## config.mk

```make
export PLATFORM = sky130hd
export DESIGN_NAME = uart_cmd_seq
export DESIGN_NICKNAME = d
export VERILOG_FILES = /design/src/rtl/uart_cmd_seq.sv
export SDC_FILE = /design/constraint.sdc
export NUM_CORES = 1
export LEC_CHECK = 0
export CELL_PAD_IN_SITES_DETAIL_PLACEMENT = 0
export CELL_PAD_IN_SITES_GLOBAL_PLACEMENT = 1
export CORE_AREA = 3 3 79 81
export CTS_CLUSTER_SIZE = 25
export DETAILED_ROUTE_END_ITERATION = 12
export DIE_AREA = 0 0 82 84
export PLACE_DENSITY_LB_ADDON = 0.1
export SYNTH_ARGS = -nofsm -noshare
export SYNTH_HDL_FRONTEND = slang
export SYNTH_SLANG_ARGS = --single-unit
```

## constraint.sdc

```tcl
create_clock -name clk -period 2.7 [get_ports clk]
set_input_delay 0.27 -clock clk [delete_from_list [all_inputs] [get_ports clk]]
set_output_delay 0.27 -clock clk [all_outputs]
set_load 0.03 [all_outputs]
```

## src/rtl/uart_cmd_seq.sv

```systemverilog
// Assembles 3-byte UART command frames (opcode, data hi, data lo) into a 24-bit
// command word, with inter-byte timeout and unread-command overrun detection.
module uart_cmd_seq #(
  parameter int unsigned TIMEOUT = 52080,
  parameter int unsigned CNT_W   = 16
) (
  input  logic        clk,
  input  logic        rst,
  input  logic        rx_rdy,
  input  logic [7:0]  rx_data,
  output logic        clr_rx_rdy,
  output logic [23:0] cmd,
  output logic        cmd_rdy,
  input  logic        clr_cmd_rdy,
  output logic        frame_err,
  output logic        overrun
);

  localparam logic [CNT_W-1:0] CNT_LAST = CNT_W'(TIMEOUT - 1);

  typedef enum logic [1:0] {
    IDLE  = 2'd0,
    WAIT1 = 2'd1,
    WAIT2 = 2'd2
  } state_e;

  state_e           state_q, state_d;
  logic [CNT_W-1:0] cnt_q, cnt_d;
  logic [15:0]      hold_q, hold_d;
  logic [23:0]      cmd_q, cmd_d;
  logic             cmd_rdy_q, cmd_rdy_d;
  logic             clr_rx_q, clr_rx_d;
  logic             frame_err_q, frame_err_d;
  logic             overrun_q, overrun_d;
  logic             capture_c;
  logic             expired_c;

  // The acknowledge cycle masks rx_rdy, which uart_rcv still shows high then.
  assign capture_c = rx_rdy & ~clr_rx_q;
  assign expired_c = (cnt_q == CNT_LAST);

  always_ff @(posedge clk or posedge rst) begin
    if (rst) begin
      state_q     <= IDLE;
      cnt_q       <= '0;
      hold_q      <= '0;
      cmd_q       <= '0;
      cmd_rdy_q   <= 1'b0;
      clr_rx_q    <= 1'b0;
      frame_err_q <= 1'b0;
      overrun_q   <= 1'b0;
    end else begin
      state_q     <= state_d;
      cnt_q       <= cnt_d;
      hold_q      <= hold_d;
      cmd_q       <= cmd_d;
      cmd_rdy_q   <= cmd_rdy_d;
      clr_rx_q    <= clr_rx_d;
      frame_err_q <= frame_err_d;
      overrun_q   <= overrun_d;
    end
  end

  always_comb begin
    state_d     = state_q;
    cnt_d       = cnt_q;
    hold_d      = hold_q;
    cmd_d       = cmd_q;
    cmd_rdy_d   = cmd_rdy_q & ~clr_cmd_rdy;
    clr_rx_d    = capture_c;
    frame_err_d = 1'b0;
    overrun_d   = 1'b0;

    case (state_q)
      IDLE: begin
        cnt_d = '0;
        if (capture_c) begin
          hold_d[15:8] = rx_data;
          state_d      = WAIT1;
        end
      end
      WAIT1: begin
        if (capture_c) begin
          hold_d[7:0] = rx_data;
          cnt_d       = '0;
          state_d     = WAIT2;
        end else if (expired_c) begin
          frame_err_d = 1'b1;
          cnt_d       = '0;
          state_d     = IDLE;
        end else begin
          cnt_d = cnt_q + CNT_W'(1);
        end
      end
      WAIT2: begin
        if (capture_c) begin
          // Set beats a same-cycle clear; an unread frame is overwritten.
          cmd_d     = {hold_q, rx_data};
          cmd_rdy_d = 1'b1;
          overrun_d = cmd_rdy_q & ~clr_cmd_rdy;
          cnt_d     = '0;
          state_d   = IDLE;
        end else if (expired_c) begin
          frame_err_d = 1'b1;
          cnt_d       = '0;
          state_d     = IDLE;
        end else begin
          cnt_d = cnt_q + CNT_W'(1);
        end
      end
      default: begin
        cnt_d   = '0;
        state_d = IDLE;
      end
    endcase
  end

  assign clr_rx_rdy = clr_rx_q;
  assign cmd        = cmd_q;
  assign cmd_rdy    = cmd_rdy_q;
  assign frame_err  = frame_err_q;
  assign overrun    = overrun_q;

endmodule

```

# After elaboration in Yosys (flattened, before gate mapping)
# Index checks and enable logic that the tools add are counted.
# Widths: inputs -> output; s select.
[totals]
regBits = 62
in_bits = 12
out_inout_bits = 28
elab_cells = 38
[classes]
n_addsub = 1
n_eq_ne = 4
n_mux = 15
bitwise = 4
reduce_logical = 5
[op_table]
columns = ["op", "count"]
rows = [
  ["$mux 16", 3],
  ["$add 16x1->16 const B", 1],
  ["$eq 16x16->1 const B", 1],
  ["$mux 2", 4],
  ["$mux 1", 7],
  ["$pmux 2 s3", 1],
  ["$reduce_and 2->1", 3],
  ["$and 1x1->1", 2],
  ["$eq 2x1->1 const B", 1],
  ["$eq 2x2->1 const B", 1],
  ["$logic_not 2->1", 1],
  ["$ne 2x2->1 const B", 1],
  ["$not 1->1", 2],
  ["$reduce_or 2->1", 1],
]

# Logic depth before layout (Yosys ltp)
[depth]
depth_word = 4
ltp_mapped = 6
ltp_nobuf = 6

# Least setup slack after synthesis
# Ideal clock, no wire load.
[synth_timing]
path_type = "register to register"
start = "register clr_rx_q (netlist: clr_rx_rdy)"
end = "register cmd_q[10] (netlist: cmd[10])"
setup_ns = 0.125
arrival_time_ns = 1.452
t_required_ns = 2.575
setup_slack_ns = 1.123
stages_incl_launch_ff = 6
n_path_buf = 1
synth_period_minus_slack_ns = 1.577
path_cell_list = "dfrtp_1 -> nand2b_2 -> inv_2 -> nand2_2 -> buf_2 -> mux2_2"
[synth_via]
elab_chain_cells = 3
[synth_lines]
columns = ["element", "line_no", "rtl"]
rows = [
  ["start: declaration", "32", "logic clr_rx_q, clr_rx_d;"],
  ["start signal: assignment", "58", "clr_rx_q <= clr_rx_d;"],
  ["$not 1->1", "39", "assign capture_c = rx_rdy & ~clr_rx_q;"],
  ["$and 1x1->1", "39", ""],
  ["net capture_c", "35", "logic capture_c;"],
  ["$reduce_and 2->1 (no line)", "-", ""],
  ["end signal: assignment", "56", "cmd_q <= cmd_d;"],
  ["end: declaration", "30", "logic [23:0] cmd_q, cmd_d;"],
]
# The timed path passes the listed nets, and every way through them passes these cells.
# A chain may end at the register's enable or synchronous reset.

# Worst setup path after layout
[layout_timing]
start = "register state_q[0]"
end = "register cmd_q[21] (netlist: cmd[21])"
[layout_via]
elab_chain_cells = 2
[layout_lines]
columns = ["element", "line_no", "rtl"]
rows = [
  ["start: declaration", "27", "state_e state_q, state_d;"],
  ["start signal: assignment", "53", "state_q <= state_d;"],
  ["$eq 2x2->1", "74", "case (state_q)"],
  ["$reduce_and 2->1 (no line)", "-", ""],
]
# Every way passes these cells.

==> results.md <==
Outcome:
- The flow ran to the end, and the final reports show no timing, DRC or antenna violations.

Layout:
- Cells with a size suffix above 1 make up 30.2% of the layout.
- The number of antenna diodes in the final layout is 0.
- From synthesis to final layout, the design area changed by 27.3%.
- At the end of the flow, the number of nets in the layout was 254.

Routing:
- Across all layers, the routed design uses 1609 vias.
- The final routed DRC violation total is 0.
- The average via count per standard cell is 5.12.
- The DRC marker count from the first detailed-route iteration is 42.
- After detailed routing, the average wire length per cell comes to 15.2 um.
- The detailed-route wire length is 4770 um.
- The number of antenna-violating nets in the routed design is 0.
- The detailed-routing iteration count for the pre-antenna-repair pass is 4.

Floorplanning:
- Measured along the y axis, the die boundary spans 84 um.
- The boundary pin count is 40.
- In this run the core area contains 27 standard-cell rows.
- The area of the core region is 5540 sq um.
- The starting utilization of the core area is 47.3%.
- The die outline area is 6890 sq um.
- The die is 82 um wide.

CTS:
- The clock transition time at the flip-flop clock pins of the worst setup and hold paths is 0.07 ns.
- Clock tree synthesis inserted a total of 9 buffers.
- After clock tree synthesis, the flow added hold-fix buffers numbering 0.
- The cell sitting at the root of the clock tree is a sky130_fd_sc_hd__clkbuf_8.
- The post-cts repair resize count is 0.
- The TritonCTS sink count is 62.
- The maximum level of the CTS H-tree is 3.
- At the later pin of the worst-skew pair, clock insertion delay measures 0.33 ns.
- In this run the deepest clock path goes through 2 buffers.
- The post-CTS repair timing setup buffer count is 0.
- TritonCTS built the clock tree.

STA:
- Setup violations remaining at the end of the flow were counted as 0.
- On the final layout, the worst clock skew is 0.00797 ns.
- The number of hold violations in the final report is 0.
- The final max-slew violation count is 0.
- At the pin with the least slew margin, the transition time is 0.683 ns.
- Timing would allow up to 580 MHz.
- The final-layout worst hold slack is 0.372 ns.
- Counting I/O delays and the setup requirement, the final critical path takes 1.72 ns.
- Setup total negative slack on the finished layout was measured at 0 ns.
- The post-route fraction of the period consumed by the critical path is 63.9%.
- Setup repair after global routing left no endpoint under its margin.
- The worst slew margin relative to its limit is 54.4%.

Yosys:
- The post-synth design cell area is 2620 sq um.
- The distinct cell type count after synthesis is 31.
- The biggest area consumer among synthesized cells is sky130_fd_sc_hd__dfrtp_1.
- A synthesized cell averages 13.9 sq um.
- The count of synthesis-stage warnings from yosys is 0.
- The number of enable flip-flop cells after synthesis is 0.
- In the synthesized netlist the async set-or-reset flop fraction comes to 100%.
- Ranked by total cell area, the synthesized netlist is headed by sky130_fd_sc_hd__dfrtp_1 (59%), sky130_fd_sc_hd__mux2_2 (14%), sky130_fd_sc_hd__xnor2_1 (4.0%).
- Counting flops and latches in the post-synthesis netlist gives 62.
- The most numerous cell in the Yosys netlist is sky130_fd_sc_hd__dfrtp_1.
- The prevailing post-synth register cell is sky130_fd_sc_hd__dfrtp_1.
- Synthesis produced a netlist whose cell count is 189.
- When the netlist entered floorplanning its net count stood at 206.
- The sequential fraction of the synthesis area is 59.2%.
- The fraction of post-synthesis cell area in the top cell type by area is 59.2%.
- Counting instances in the post-synthesis netlist gives the leading cell types as sky130_fd_sc_hd__dfrtp_1 (62), sky130_fd_sc_hd__mux2_2 (32), sky130_fd_sc_hd__xnor2_1 (12), sky130_fd_sc_hd__nor2_2 (11), sky130_fd_sc_hd__nor2_1 (9).

Critical path:
- The data arrival at the endpoint of the critical path is 1.93 ns.
- In this run the worst path has a maximum fanout of 26.
- The critical path data required time is 2.91 ns.
- The worst setup path is launched from a flip-flop.
- The signal on the critical path passes through inv_1 > ha_1 > nand2_2 > mux2_2.
- The largest single stage delay on the critical path is 0.47 ns.
- The type of the worst setup path is flip-flop to flip-flop.
- The master of the slowest instance on the critical path is sky130_fd_sc_hd__nand2_2.
- The worst register-to-register path has a depth of 4.
- The nature of the critical path endpoint is a flip-flop.

Placed design:
- The placer congestion estimate is 0.815.
- The total half-perimeter wirelength after legalization and detailed placement is 3300 um.
- The number of I/O port buffers is 39.

Global routing:
- The number of antenna violations at the first check in global routing is 0.
- The largest net degree at the start of global routing is 33.
- For this run the aggregate overflow at the end of global routing stands at 0.
- The number of global-route vias before repair was 1767.
- The total global-route track usage is 16.0%.
- The global-route wire length before repair is 8290 um.

Power and ir drop:
- The ratio of total power to cell area is 1030 nW/um^2.
- The sequential group share of total power is 39.6%.
- In this run the power spent charging and discharging nets is 1.10 mW.
- The switching share of power is 31.9%.
- The maximum vdd drop is 564 uV.
- The clock network fraction of design power is 27.9%.
- Internal power comes to 2.35 mW.
- In this run, the combinational gates consume 32.5% of the power.
- In this run the static leakage power is 1.44 nW.

Job:
- The reported max-cap violation count is 0.

Worst hold path:
- The path type of the worst min-delay path is input port to async pin.
==> worst max-delay path: cells and delay by family, from the launching register on <==
| family | cells | cell delay, ns |
|---|---|---|
| fa+ha+maj | 1 | 0.24 |
| buf+inv | 1 | 0.10 |
| flops | 1 | 0.38 |
| mux | 1 | 0.41 |
| simple gates | 1 | 0.47 |
==> cells in the final DEF (no fill, tap or decap), types with 2 or more instances in the layout <==
cell type	netlist	layout
sky130_fd_sc_hd__bufinv_16	0	3
sky130_fd_sc_hd__nand3_1	5	5
sky130_fd_sc_hd__nor4_2	4	4
sky130_fd_sc_hd__xnor2_1	12	12
sky130_fd_sc_hd__clkbuf_8	0	9
sky130_fd_sc_hd__nand2_1	7	7
sky130_fd_sc_hd__mux2_1	8	8
sky130_fd_sc_hd__mux2_2	32	32
sky130_fd_sc_hd__inv_1	6	5
sky130_fd_sc_hd__ha_1	5	5
sky130_fd_sc_hd__nor2_1	9	9
sky130_fd_sc_hd__clkdlybuf4s50_1	0	39
sky130_fd_sc_hd__nor2_2	11	11
sky130_fd_sc_hd__xor2_1	2	2
sky130_fd_sc_hd__clkinv_2	0	3
sky130_fd_sc_hd__o22ai_1	2	2
sky130_fd_sc_hd__dfrtp_1	62	62
sky130_fd_sc_hd__nor3_1	4	4
sky130_fd_sc_hd__inv_2	1	2
sky130_fd_sc_hd__nand4_1	2	2
sky130_fd_sc_hd__nand3_2	2	2
==> cell families after synthesis <==
kind of cell / after synthesis / share of synthesized area [%]
XOR/XNOR: 14 / 4.68
flip-flops: 62 / 59.2
multiplexers: 40 / 17.2
adder cells (fa/ha/maj): 5 / 2.39
AND/OR/NAND/NOR: 53 / 13.5
buffers and inverters: 10 / 1.81
AO/OA/AOI/OAI: 5 / 1.29
==> power by group through the flow <==
stage / clock network, mW / registers (mW) / logic [mW]
floorplan: 0 / 1.64 / 0.450
global placement: 0 / 1.36 / 1.10
detailed placement: 0 / 1.38 / 1.13
CTS: 0.985 / 1.37 / 1.14
global route: 1.02 / 1.40 / 1.21
finish: 0.962 / 1.37 / 1.12
==> path summary, 6_finish.rpt <==
kind                            startpoint    endpoint  slack (ns)
max in group asynchronous              rst    cnt_q[9]        1.73
worst min register to register   hold_q[7]     cmd[15]        0.48
worst max-delay path            state_q[0]     cmd[21]        0.98
min in group clk                 hold_q[7]     cmd[15]        0.48
worst min-delay path                   rst  hold_q[12]        0.37
worst max register to register  state_q[0]     cmd[21]        0.98
==> registers in the layout, indices dropped and copies added (netlist names) <==
| register | count |
|---|---|
| state_q | 2 |
| cmd_rdy | 1 |
| overrun | 1 |
| cmd | 24 |
| hold_q | 16 |
| cnt_q | 16 |
| clr_rx_rdy | 1 |
| frame_err | 1 |
==> cell type report <==
type | count | area, sq um
inverter | 7 | 26.3
clock inverter | 7 | 113
timing repair buffer | 40 | 410
tap | 72 | 90.1
fill | 456 | 2200
clock buffer | 9 | 124
multi-input combinational | 117 | 1020
sequential | 62 | 1550
==> routing by layer <==
metal  part of all wire (%)  vias up  track usage (%)  routed length [um]
li1                       -      751                -                   -
met1                     46      817             20.7                2210
met3                    4.2        9             4.00                 199
met4                    2.3        0             9.37                 108
met2                     47       32             24.0                2260
met5                      0        -                0                   0
==> through the flow <==
stage | power [mW] | setup slack, ns | utilization (%) | area (sq um) | std cells
2_1_floorplan | 2.09 | 0.889 | - | 2620 | 189
3_3_place_gp | 2.47 | 0.853 | 56.0 | 3100 | 298
3_5_place_dp | 2.51 | 0.792 | 56.0 | 3100 | 298
4_1_cts | 3.49 | 0.965 | 60.3 | 3340 | 314
5_1_grt | 3.63 | 0.869 | 60.3 | 3340 | 314
6_report | 3.45 | 0.976 | 60.3 | 3340 | 314
No activity file was read; power rests on OpenSTA's default activity.
==> RTL edit (same flow settings) <==
Re-encode `state_e` (3 states) as one-hot, 3 bits wide.
--- a/src/rtl/uart_cmd_seq.sv
+++ b/src/rtl/uart_cmd_seq.sv
@@ -19,8 +19,8 @@
   localparam logic [CNT_W-1:0] CNT_LAST = CNT_W'(TIMEOUT - 1);
 
-  typedef enum logic [1:0] {
-    IDLE  = 2'd0,
-    WAIT1 = 2'd1,
-    WAIT2 = 2'd2
+  typedef enum logic [2:0] {
+    IDLE  = 3'b001,
+    WAIT1 = 3'b010,
+    WAIT2 = 3'b100
   } state_e;
 
Check against the original RTL: same outputs for any inputs over 10 cycles, from zero or initial values and one cycle with rst high; not proved beyond that.
==> RTL edit against the original RTL <==
  * Final area down 0.71%
  * Wire length fell by 3.2%
  * Area after synthesis down 0.81%
  * Setup slack got worse by 0.096 ns
  * Sequential cell count rose by 1
  * Die area stayed put
  * Worst hold slack worse by 0.0052 ns
  * Critical endpoint is now state_q[1]
  * Largest cell class unchanged
Power is not compared: it rests on default switching activity, and its combinational part moved more than twofold at a synthesized area within 25%.
==> RTL edit: results <==
[outcome]
status = finished, final reports clean

[clock_network]
cts_root_buf = clkbuf_8
h-tree-depth = 3
clock_latency_ns = 0.33
path_clk_slew_ns = 0.07
postCtsSetupBuffers = 0
ctsResizeCount = 0
cts_buffers = 9

[power]
switchingPower_mw = 0.569
peakVddDrop_mv = 0.424

[sta]
max_slew_margin_pct = 54.1
finClkSkew_ns = 0.00595
hold_slack_ns = 0.367

[global_route]
grt_pass1_vias = 1652
track_usage_pct = 15.7
grt_pass1_wl_mm = 8.04
antenna_found_initial = 0
grt_start_max_net_pins = 34

[cells_and_area]
drive_above_1_share_pct = 25.7
nFillCells = 476
layout.cells.non_filler = 317
diodes = 0
fin_nets = 254

[placement]
dpl.cell_count = 302
gp_congestion = 0.819
port_buffers = 39
dpl.hpwl_mm = 3.21
placed_area_um2 = 3070

[detailed_routing]
drtPass1Iterations = 4
vias = 1603
wl_per_cell_um = 14.6
wl_met2_mm = 2.35
drt_iter0_drc = 51
wl_met3_um = 277
met1Wirelength_mm = 1.93

[logic_synthesis]
syn-num-nets = 207
synth_seq_area_share_pct = 60.7
async_flop_share_pct = 100
syn_area_per_cell_um2 = 13.4
synthTopCellsByArea = dfrtp_1 60%, mux2_2 17%, xnor2_1 4.0%
synth_cell_type_count = 32
yosys_warnings = 0
synth_commonest_cells = 62 x dfrtp_1, 39 x mux2_2, 25 x nor2_1
synthFlopType = dfrtp_1

[setup_path]
crit_fanout = 16
reg2reg_depth = 5
worst_r2r_endpoint = state_q[1]
worstPathArrival_ns = 2.01
r2r_slack_ns = 0.88
reg2reg_from = cnt_q[0]

[worst_hold_path]
hold_class = in2async
-- RTL edit: cell types whose count changed after synthesis, moves of 2 or more --
cell	change
nor2_1	+16
nor2_2	-11
mux2_1	-7
mux2_2	+7
ha_1	-4
nor4_2	-4
nand2_1	-3
nand4_1	+3
nor4_1	+3
inv_1	+2
nand3_2	-2
nor4bb_1	+2
o22ai_1	-2
-- RTL edit: final cells by class --
class,instances,area (µm²),area share (%)
repair buffers,41,418,12.6
clock inverters,3,90.1,2.72
flip-flops and latches,63,1580,47.6
multi-input cells,118,953,28.8
well taps,72,90.1,2.72
inverters,8,30.0,0.906
clock buffers,12,155,4.68
-- RTL edit: worst max-delay path, cell delays in order, from the launching register on --
cell and delay (ns):
dfrtp_1 0.38, ha_1 0.22, and3_1 0.24, nand4_1 0.20
nand2b_1 0.49, o21ai_0 0.14
-- RTL edit: metrics by stage --
step / setup WS (ns) / power (mW)
6_report: 0.879 / 2.48
2_1_floorplan: 0.862 / 1.37
5_1_grt: 0.697 / 2.61
3_5_place_dp: 0.565 / 1.50
3_3_place_gp: 0.627 / 1.49
4_1_cts: 0.824 / 2.52
-- RTL edit: how the worst max path moves through the flow --
stage	start	to	slack (ns)	depth (start not counted)
2_1_floorplan	rst	clr_rx_rdy	0.86	1
3_3_place_gp	rx_rdy	state_q[1]	0.63	6
3_5_place_dp	rx_rdy	state_q[1]	0.56	6
4_1_cts	cnt_q[12]	state_q[1]	0.82	4
5_1_grt	cnt_q[0]	state_q[1]	0.70	5
6_report	cnt_q[0]	state_q[1]	0.88	5
-- RTL edit: kinds of logic (layout without fill, tap and decap cells) --
family          after synthesis  after routing  share of synthesized area (%)
flops                        63             63                           60.7
xor+xnor                     14             14                           4.71
buf+inv                      13             64                           2.69
compound gates                6              6                           1.78
mux                          40             40                           17.3
fa+ha+maj                     1              1                          0.481
simple gates                 57             57                           12.4
-- RTL edit: power by group through the flow --
| stage | clock network, mW | logic [mW] | registers [mW] |
|---|---|---|---|
| final | 1.01 | 0.332 | 1.15 |
| after CTS | 1.03 | 0.340 | 1.15 |
| after detailed placement | 0 | 0.339 | 1.17 |
| after floorplan | 0 | 0.170 | 1.20 |
| after global routing | 1.08 | 0.361 | 1.17 |
| after global placement | 0 | 0.331 | 1.16 |
-- RTL edit: per-layer routing --
layer / global-route usage, % / vias to the layer above
li1: - / 761
met2: 23.3 / 34
met3: 6.16 / 6
met1: 19.6 / 802
met5: 0 / -
met4: 7.70 / 0
